==> src/rtl/sort_unload_if.sv <==
// Handshake bundle between the bubble sorter, the sort_unload drain stage and the consumer.
// The slave modport is the drain stage's view; the master modport is the sorter/consumer side.
interface sort_unload_if #(
    parameter int N = 32,
    parameter int W = 8
);
    logic             sort_done;
    logic [N*W-1:0]   sorted_flat;
    logic             ack;
    logic             out_valid;
    logic             out_ready;
    logic [W-1:0]     out_data;
    logic             out_last;
    logic             busy;
    logic             order_err;

    modport master (
        output sort_done, sorted_flat, out_ready,
        input  ack, out_valid, out_data, out_last, busy, order_err
    );

    modport slave (
        input  sort_done, sorted_flat, out_ready,
        output ack, out_valid, out_data, out_last, busy, order_err
    );
endinterface

==> src/rtl/sort_unload.sv <==
// Drain stage: snapshots the sorter's array, acks it, then streams elements out over valid/ready.
// Optional ordering checker enabled by defining SORT_UNLOAD_CHECK_EN.
module sort_unload #(
    parameter int N = 32,
    parameter int W = 8
) (
    input logic          clk,
    input logic          reset,
    sort_unload_if.slave bus
);
    localparam int IW = (N > 1) ? $clog2(N) : 1;

    typedef enum logic {IDLE, DRAIN} state_t;

    state_t          state_q;
    logic [IW-1:0]   rd_idx_q;
    logic [IW-1:0]   rd_idx_d;
    logic            armed_q;
    logic            ack_q;
    logic            valid_q;
    logic            last_q;
    logic            busy_q;
    logic [W-1:0]    data_q;
    logic [W-1:0]    buf_q [N];

    logic capture;
    logic xfer;
    logic is_last;

    always_comb begin
        capture  = (state_q == IDLE) && bus.sort_done && armed_q;
        xfer     = valid_q && bus.out_ready;
        is_last  = (rd_idx_q == IW'(N - 1));
        rd_idx_d = rd_idx_q + IW'(1);
    end

    // Buffer is written only at capture, so it stays frozen for the whole drain.
    always_ff @(posedge clk) begin
        if (capture) begin
            for (int i = 0; i < N; i++) begin
                buf_q[i] <= bus.sorted_flat[W*i +: W];
            end
        end
    end

    always_ff @(posedge clk or negedge reset) begin
        if (!reset) begin
            state_q  <= IDLE;
            rd_idx_q <= '0;
            armed_q  <= 1'b0;
            ack_q    <= 1'b0;
            valid_q  <= 1'b0;
            last_q   <= 1'b0;
            busy_q   <= 1'b0;
            data_q   <= '0;
        end else begin
            ack_q <= 1'b0;
            // armed only re-arms after sort_done has been seen low, so a held result is taken once.
            if (!bus.sort_done) begin
                armed_q <= 1'b1;
            end
            case (state_q)
                IDLE: begin
                    if (capture) begin
                        state_q  <= DRAIN;
                        ack_q    <= 1'b1;
                        rd_idx_q <= '0;
                        armed_q  <= 1'b0;
                        busy_q   <= 1'b1;
                        valid_q  <= 1'b1;
                        data_q   <= bus.sorted_flat[W-1:0];
                        last_q   <= (N == 1);
                    end
                end
                DRAIN: begin
                    if (xfer) begin
                        if (is_last) begin
                            state_q <= IDLE;
                            valid_q <= 1'b0;
                            busy_q  <= 1'b0;
                            last_q  <= 1'b0;
                        end else begin
                            rd_idx_q <= rd_idx_d;
                            data_q   <= buf_q[rd_idx_d];
                            last_q   <= (rd_idx_d == IW'(N - 1));
                        end
                    end
                end
                default: state_q <= IDLE;
            endcase
        end
    end

    assign bus.ack       = ack_q;
    assign bus.out_valid = valid_q;
    assign bus.out_data  = data_q;
    assign bus.out_last  = last_q;
    assign bus.busy      = busy_q;

`ifdef SORT_UNLOAD_CHECK_EN
    logic [W-1:0] prev_q;
    logic         order_err_q;

    always_ff @(posedge clk) begin
        if (xfer) begin
            prev_q <= data_q;
        end
    end

    // Element 0 of each job has no predecessor; prev_q is only meaningful from element 1.
    always_ff @(posedge clk or negedge reset) begin
        if (!reset) begin
            order_err_q <= 1'b0;
        end else if (xfer && (rd_idx_q != '0) && (data_q < prev_q)) begin
            order_err_q <= 1'b1;
        end
    end

    assign bus.order_err = order_err_q;
`else
    assign bus.order_err = 1'b0;
`endif
endmodule

==> src/flat_wrapper.sv <==
// flat-port wrapper written by rule: the top's interface ports become plain ports
module sort_unload_flat 
#(
    parameter int N = 32,
    parameter int W = 8
)
  (clk, reset, bus_sort_done, bus_sorted_flat, bus_out_ready, bus_ack, bus_out_valid, bus_out_data, bus_out_last, bus_busy, bus_order_err);
  sort_unload_if #(.N(N), .W(W)) bus_i ();
  input logic clk;
  input logic reset;
  input wire logic [$bits(bus_i.sort_done)-1:0] bus_sort_done;
  input wire logic [$bits(bus_i.sorted_flat)-1:0] bus_sorted_flat;
  input wire logic [$bits(bus_i.out_ready)-1:0] bus_out_ready;
  output wire logic [$bits(bus_i.ack)-1:0] bus_ack;
  output wire logic [$bits(bus_i.out_valid)-1:0] bus_out_valid;
  output wire logic [$bits(bus_i.out_data)-1:0] bus_out_data;
  output wire logic [$bits(bus_i.out_last)-1:0] bus_out_last;
  output wire logic [$bits(bus_i.busy)-1:0] bus_busy;
  output wire logic [$bits(bus_i.order_err)-1:0] bus_order_err;
  assign bus_i.sort_done = bus_sort_done;
  assign bus_i.sorted_flat = bus_sorted_flat;
  assign bus_i.out_ready = bus_out_ready;
  assign bus_ack = bus_i.ack;
  assign bus_out_valid = bus_i.out_valid;
  assign bus_out_data = bus_i.out_data;
  assign bus_out_last = bus_i.out_last;
  assign bus_busy = bus_i.busy;
  assign bus_order_err = bus_i.order_err;
  sort_unload #(.N(N), .W(W)) u_core (.clk(clk), .reset(reset), .bus(bus_i));
endmodule
==> config.mk <==
export PLATFORM = sky130hd
export DESIGN_NAME = sort_unload_flat
export DESIGN_NICKNAME = d
export VERILOG_FILES = /design/src/rtl/sort_unload_if.sv /design/src/rtl/sort_unload.sv /design/src/flat_wrapper.sv
export SDC_FILE = /design/constraint.sdc
export NUM_CORES = 1
export LEC_CHECK = 0
export BUFFER_PORTS_ARGS = -buffer_cell sky130_fd_sc_hd__buf_4
export CAP_MARGIN = 5
export CELL_PAD_IN_SITES_DETAIL_PLACEMENT = 2
export CELL_PAD_IN_SITES_GLOBAL_PLACEMENT = 2
export CORE_MARGIN = 2
export CORE_UTILIZATION = 38
export CTS_BUF_LIST = sky130_fd_sc_hd__clkbuf_8 sky130_fd_sc_hd__clkbuf_16
export DETAILED_ROUTE_END_ITERATION = 10
export MAX_ROUTING_LAYER = met4
export PLACE_DENSITY_LB_ADDON = 0.1
export SYNTH_ARGS = -nofsm -noshare
export SYNTH_HDL_FRONTEND = slang
export SYNTH_SLANG_ARGS = --single-unit
==> constraint.sdc <==
create_clock -name clk -period 7.4 [get_ports clk]
set_input_delay 2.22 -clock clk [delete_from_list [all_inputs] [get_ports clk]]
set_output_delay 2.22 -clock clk [all_outputs]
set_load 0.01 [all_outputs]
[Word-level counts from Yosys, hierarchy flattened]
Memory sizes are Yosys's and may differ from the RTL's.
Cells that the tools add are included.
Word-level totals
  memories kept: 1
  bits in latches: 0
  register bits: 18
  memory bits (writable): 256
  bits of input ports: 260
  memory bits (read-only): 0
  output and inout bits: 13
  word-level logic and storage cells: 47
Memory list
  u_core.buf_q: depth 32, bits a word 8, rd ports 1, clocked after memory_dff 0, wr ports 32, line sort_unload.sv:24  | logic [W-1:0] buf_q [N];
Operators by class
  multiply operators: 0
  shift operators: 0
  $lt $le $gt $ge: 0
  reduce and logical (&&, ||, !) cells: 6
  bitwise gates (word level): 1
  eq/ne operators: 6
  mux-type cells: 25
  $add $sub $neg: 1
  div/mod/pow operators: 0
Operator list (count)
  $mux 8: 3
  $pmux 8 s2: 1
  $mux 5: 3
  $mux 1: 14
  $eq 5x5->1 const B: 2
  $pmux 5 s2: 1
  $ne 2x2->1 const B: 3
  $pmux 1 s2: 3
  $reduce_and 3->1: 2
  $add 5x1->5 const B: 1
  $logic_and 1x1->1: 3
  $ne 2x1->1 const B: 1
  $reduce_and 2->1: 1
  $not 1->1: 1

[Logic depth before layout (Yosys ltp)]
  depth after elaboration: 5
  mapped depth: 11
  gate-level depth less buffers: 7

[Worst setup path after synthesis]
OpenSTA, ideal clock, no wires.
  kind: input to register
  from: input bus_sort_done
  to: register u_core.last_q, in the netlist u_core.bus.out_last
  required time: 7272 ps
  data arrival time: 7931 ps
  buffers on the path: 0
  cell stages on the path: 4
  setup slack: -659 ps
  library setup time: 128 ps
  cells stage by stage: nand3b_1 inv_1 a31oi_1 mux2_2
Between the ends
  longest elaborated chain between the ends: 4
RTL lines
  from (decl): line flat_wrapper.sv:11  | input wire logic [$bits(bus_i.sort_done)-1:0] bus_sort_done;
  $logic_and 1x1->1 (2 in series): line sort_unload.sv:31  | capture = (state_q == IDLE) && bus.sort_done && armed_q;
  named net u_core.capture: line sort_unload.sv:26  | logic capture;
  $ne 2x1->1 (no line)
  $reduce_and 2->1 (no line)
  to (signal assigned): line sort_unload.sv:72  | last_q <= (N == 1);
  to (signal assigned): line sort_unload.sv:85  | last_q <= (rd_idx_d == IW'(N - 1));
  to (decl): line sort_unload.sv:21  | logic last_q;
The timed path passes the listed nets, and every way through them passes these cells.
A chain may end at the register's enable or synchronous reset.

==> summary.txt <==
Critical path
  – Critical R2R Launch: u_core.rd_idx_q[0]$_DFFE_PN0P_
  – Critical Path Most Common Cell: buf_4
  – Critical Path Stages: 4
  – Worst path slowest cell: buf_4
  – RR Endpoint: u_core.bus.out_data[2]$_DFFE_PN0P_
  – Setup crit start: bus_sort_done
  – Cell Chain, Critical Path: buf_4 > nand3b_1 > clkinvlp_4 > buf_4
  – Setup crit end: u_core.buf_q[4][0]$_DFFE_PP_
  – Req. time, crit path: 7.57 ns
  – CP arrival: between 4 and 5 ns
  – CP Buf/Inv Count: 3
  – CP Launch Type: input pin
  – Reg2reg path depth: 8
  – Largest stage delay on the critical path: about 0.92 ns
  – CP Class: in -> reg
  – Crit end category: flip-flop
  – Crit Path Max Fanout: 80
  – Critical path's top delay family: buffers and inverters
  – Reg-to-reg slack, setup: ~3.7 ns

GRT
  – GRT overflow: 0
  – First-pass GRT wire length: around 43,000 um
  – Vias in the first global route: between 6,000 and 7,000
  – Initial antenna violation count: 3
  – Largest net degree at the start of global routing: 81
  – All-layer global routing usage: 0.208

Placement
  – Cells after DPL: roughly 1,100
  – Post-DP Area: 13,100 um2
  – Dpl ws: approximately 2.6 ns
  – Port Buffer Count: approximately 270
  – Gpl congestion: 0.753
  – Detailed Place HPWL: 21,100 um

Final layout
  – Final net count: 1,057
  – Fillers: approximately 2,500
  – Commonest non-fill, non-tap cell in the layout: buf_4
  – Syn-to-layout area delta: 31.6%
  – Share of cells above drive strength 1: 0.483
  – Commonest non-fill, non-tap cells in the layout: buf_4, edfxtp_1, nand3_1, mux4_2, clkbuf_16
  – Final non-filler cell area: between 10,000 and 15,000 um2
  – Layout Cells excl Fill: between 1,000 and 1,500

Synth
  – Complex-gate fraction of the synthesized area: 0.0288
  – Synth Area in Adders: 0.00352
  – #FFs+latches synth: 274
  – Syn_nets: just under 800
  – Post-Syn Instances: ~520
  – Distinct cells, synth: 33
  – Mux contribution to synthesized area: 0.136
  – Post-synthesis sequential area ratio: 0.763
  – Post-Syn Area per Cell: slightly above 20 um2
  – Cell Area, Synth: 10,700 um2
  – Post-synthesis xor/xnor area fraction: 0.00575
  – Syn. warnings: 0
  – Simple-gate portion of the synthesized area: 0.0406
  – Largest family of logic cells by synthesized area: multiplexers

STA
  – Slew Limit Fails: 0
  – Tcrit/Tclk final: 0.564
  – Setup_tns: 0 ns
  – Setup WS post-layout: ~3.2 ns
  – Hold Fails Final Rpt: 0
  – Worst slew margin: 0.300
  – Worst-Margin Slew: 1.05 ns
  – Clock skew after layout: between 0.008 and 0.009 ns
  – F_max: between 0.2 and 0.25 GHz
  – Tmin final: between 4 and 5 ns
  – RSZ-0062 raised after global routing: no
  – Setup-failing EPs final: 0

Power and ir drop
  – VDD IR max: about 210 uV
  – Design Power: 4810 uW
  – Power per cell area: ~340 nW/um2
  – Leak pwr: just over 0.005 uW

Floorplanning
  – Initial core utilization: 0.385
  – Cell Rows: ~60
  – Die H: 172 um
  – Die area: around 29,000 um2
  – Die W: about 170 um
  – Num ports: 273
  – Core Area: ~28,000 um2

Drt
  – Routed WL per cell: 24.8 um
  – Initial DRC count: 473
  – First-pass DRT Iterations: 4
  – Final ANT Viol Nets: 0
  – Residual DRC count: 0
  – Detail-routed via count per cell: 5.10
  – Total Wirelength: ~30,000 um
  – Total number of vias: ~6,100

Job
  – Max cap viols: 0

Hold path
  – Hold path start: u_core.armed_q$_DFF_PN0_
  – HP Class: reg -> reg

Clocking
  – Clock slew at reported path FFs: 0.05 ns
  – Clk root buf: clkbuf_16
  – Clock Latency Late Sink: ~0.55 ns
  – CTS Buffer Depth: 3
  – Setup Buffers After CTS: 0
  – H-tree levels: 1
  – Number of buffers created by CTS: 31
  – CTS Hold Bufs: 0
  – Post-CTS sizing: 0
  – Clock tree sinks: between 200 and 300
  – CTS tree: yes

Status
  – Outcome: finished, final reports clean
[worst min path at each step]
stage	to	cells after the start
after global placement	u_core.armed_q$_DFF_PN0_	2
final	u_core.armed_q$_DFF_PN0_	2
after detailed placement	u_core.armed_q$_DFF_PN0_	2
after floorplan	u_core.armed_q$_DFF_PN0_	2
after global routing	u_core.bus.out_data[3]$_DFFE_PN0P_	1
after CTS	u_core.armed_q$_DFF_PN0_	2
[final cells by class]
class | count | area (um2) | area share
tap | 378 | 473 | 0.0337
inverter | 12 | 48.8 | 0.00347
clock inverter | 23 | 126 | 0.00900
sequential | 274 | 8140 | 0.580
antenna | 3 | 7.51 | 0.000534
timing repair buffer | 278 | 2090 | 0.149
clock buffer | 34 | 817 | 0.0582
multi-input combinational | 197 | 2340 | 0.166
[sequential cells by signal, summed over array words and instances, names as in the netlist]
signal and count:
u_core.bus.ack 1, u_core.armed_q 1, u_core.bus.out_data 8, u_core.bus.out_last 1, u_core.bus.out_valid 1, u_core.state_q 1
u_core.buf_q 256, u_core.rd_idx_q 5
[metrics by stage]
stage           util  hold WS [ns]
3_5_place_dp   0.472         0.488
5_1_grt        0.507         0.541
6_report       0.507         0.497
3_3_place_gp   0.472         0.474
4_1_cts        0.506         0.502
2_1_floorplan      -         0.449
[cell families after synthesis]
| logic type | after synthesis |
|---|---|
| buf+inv | 46 |
| mux | 65 |
| xor+xnor | 4 |
| compound gates | 40 |
| fa+ha+maj | 3 |
| simple gates | 84 |
| flops | 274 |
| other cells | 1 |
[synth_stat cells, drive strengths merged]
cell | n | area [um2]
nand2 | 5 | 18.8
a41oi | 17 | 149
xor2 | 2 | 36.3
clkbuf | 18 | 67.6
nand3 | 70 | 355
ha | 3 | 37.5
mux4 | 64 | 1440
a21o | 1 | 7.51
nand3b | 1 | 7.51
a31oi | 1 | 6.26
edfxtp | 256 | 7690
dfrtp | 18 | 450
conb | 1 | 3.75
and2 | 1 | 6.26
nor2 | 2 | 7.51
xnor2 | 2 | 25.0
mux2 | 1 | 11.3
o21ai | 13 | 65.1
nor2b | 1 | 6.26
buf | 16 | 124
and3 | 1 | 6.26
o32a | 8 | 80.1
inv | 12 | 45.0
nand4b | 2 | 17.5
nor3b | 1 | 7.51
[worst min-delay path, delay by kind of cell, from the launching register on]
| kind | cells | cell delay (ns) |
|---|---|---|
| DFF | 1 | 0.35 |
| and+or+nand+nor | 2 | 0.12 |
[metal layers]
layer / vias up / global-route usage / share of wire
li1: 2714 / - / -
met1: 3122 / 0.273 / 0.41
met2: 229 / 0.329 / 0.49
met3: 46 / 0.0460 / 0.070
met4: 0 / 0.0571 / 0.024
met5: - / - / 0
[where the power goes]
group | switching (uW) | total (uW) | leakage [uW] | internal (uW)
Clock | 596 | 1410 | 0.000502 | 818
Sequential | 123 | 1940 | 0.00253 | 1810
Combinational | 777 | 1460 | 0.00203 | 681
Total | 1500 | 4810 | 0.00507 | 3310
Power figures use the tool's default switching activity.
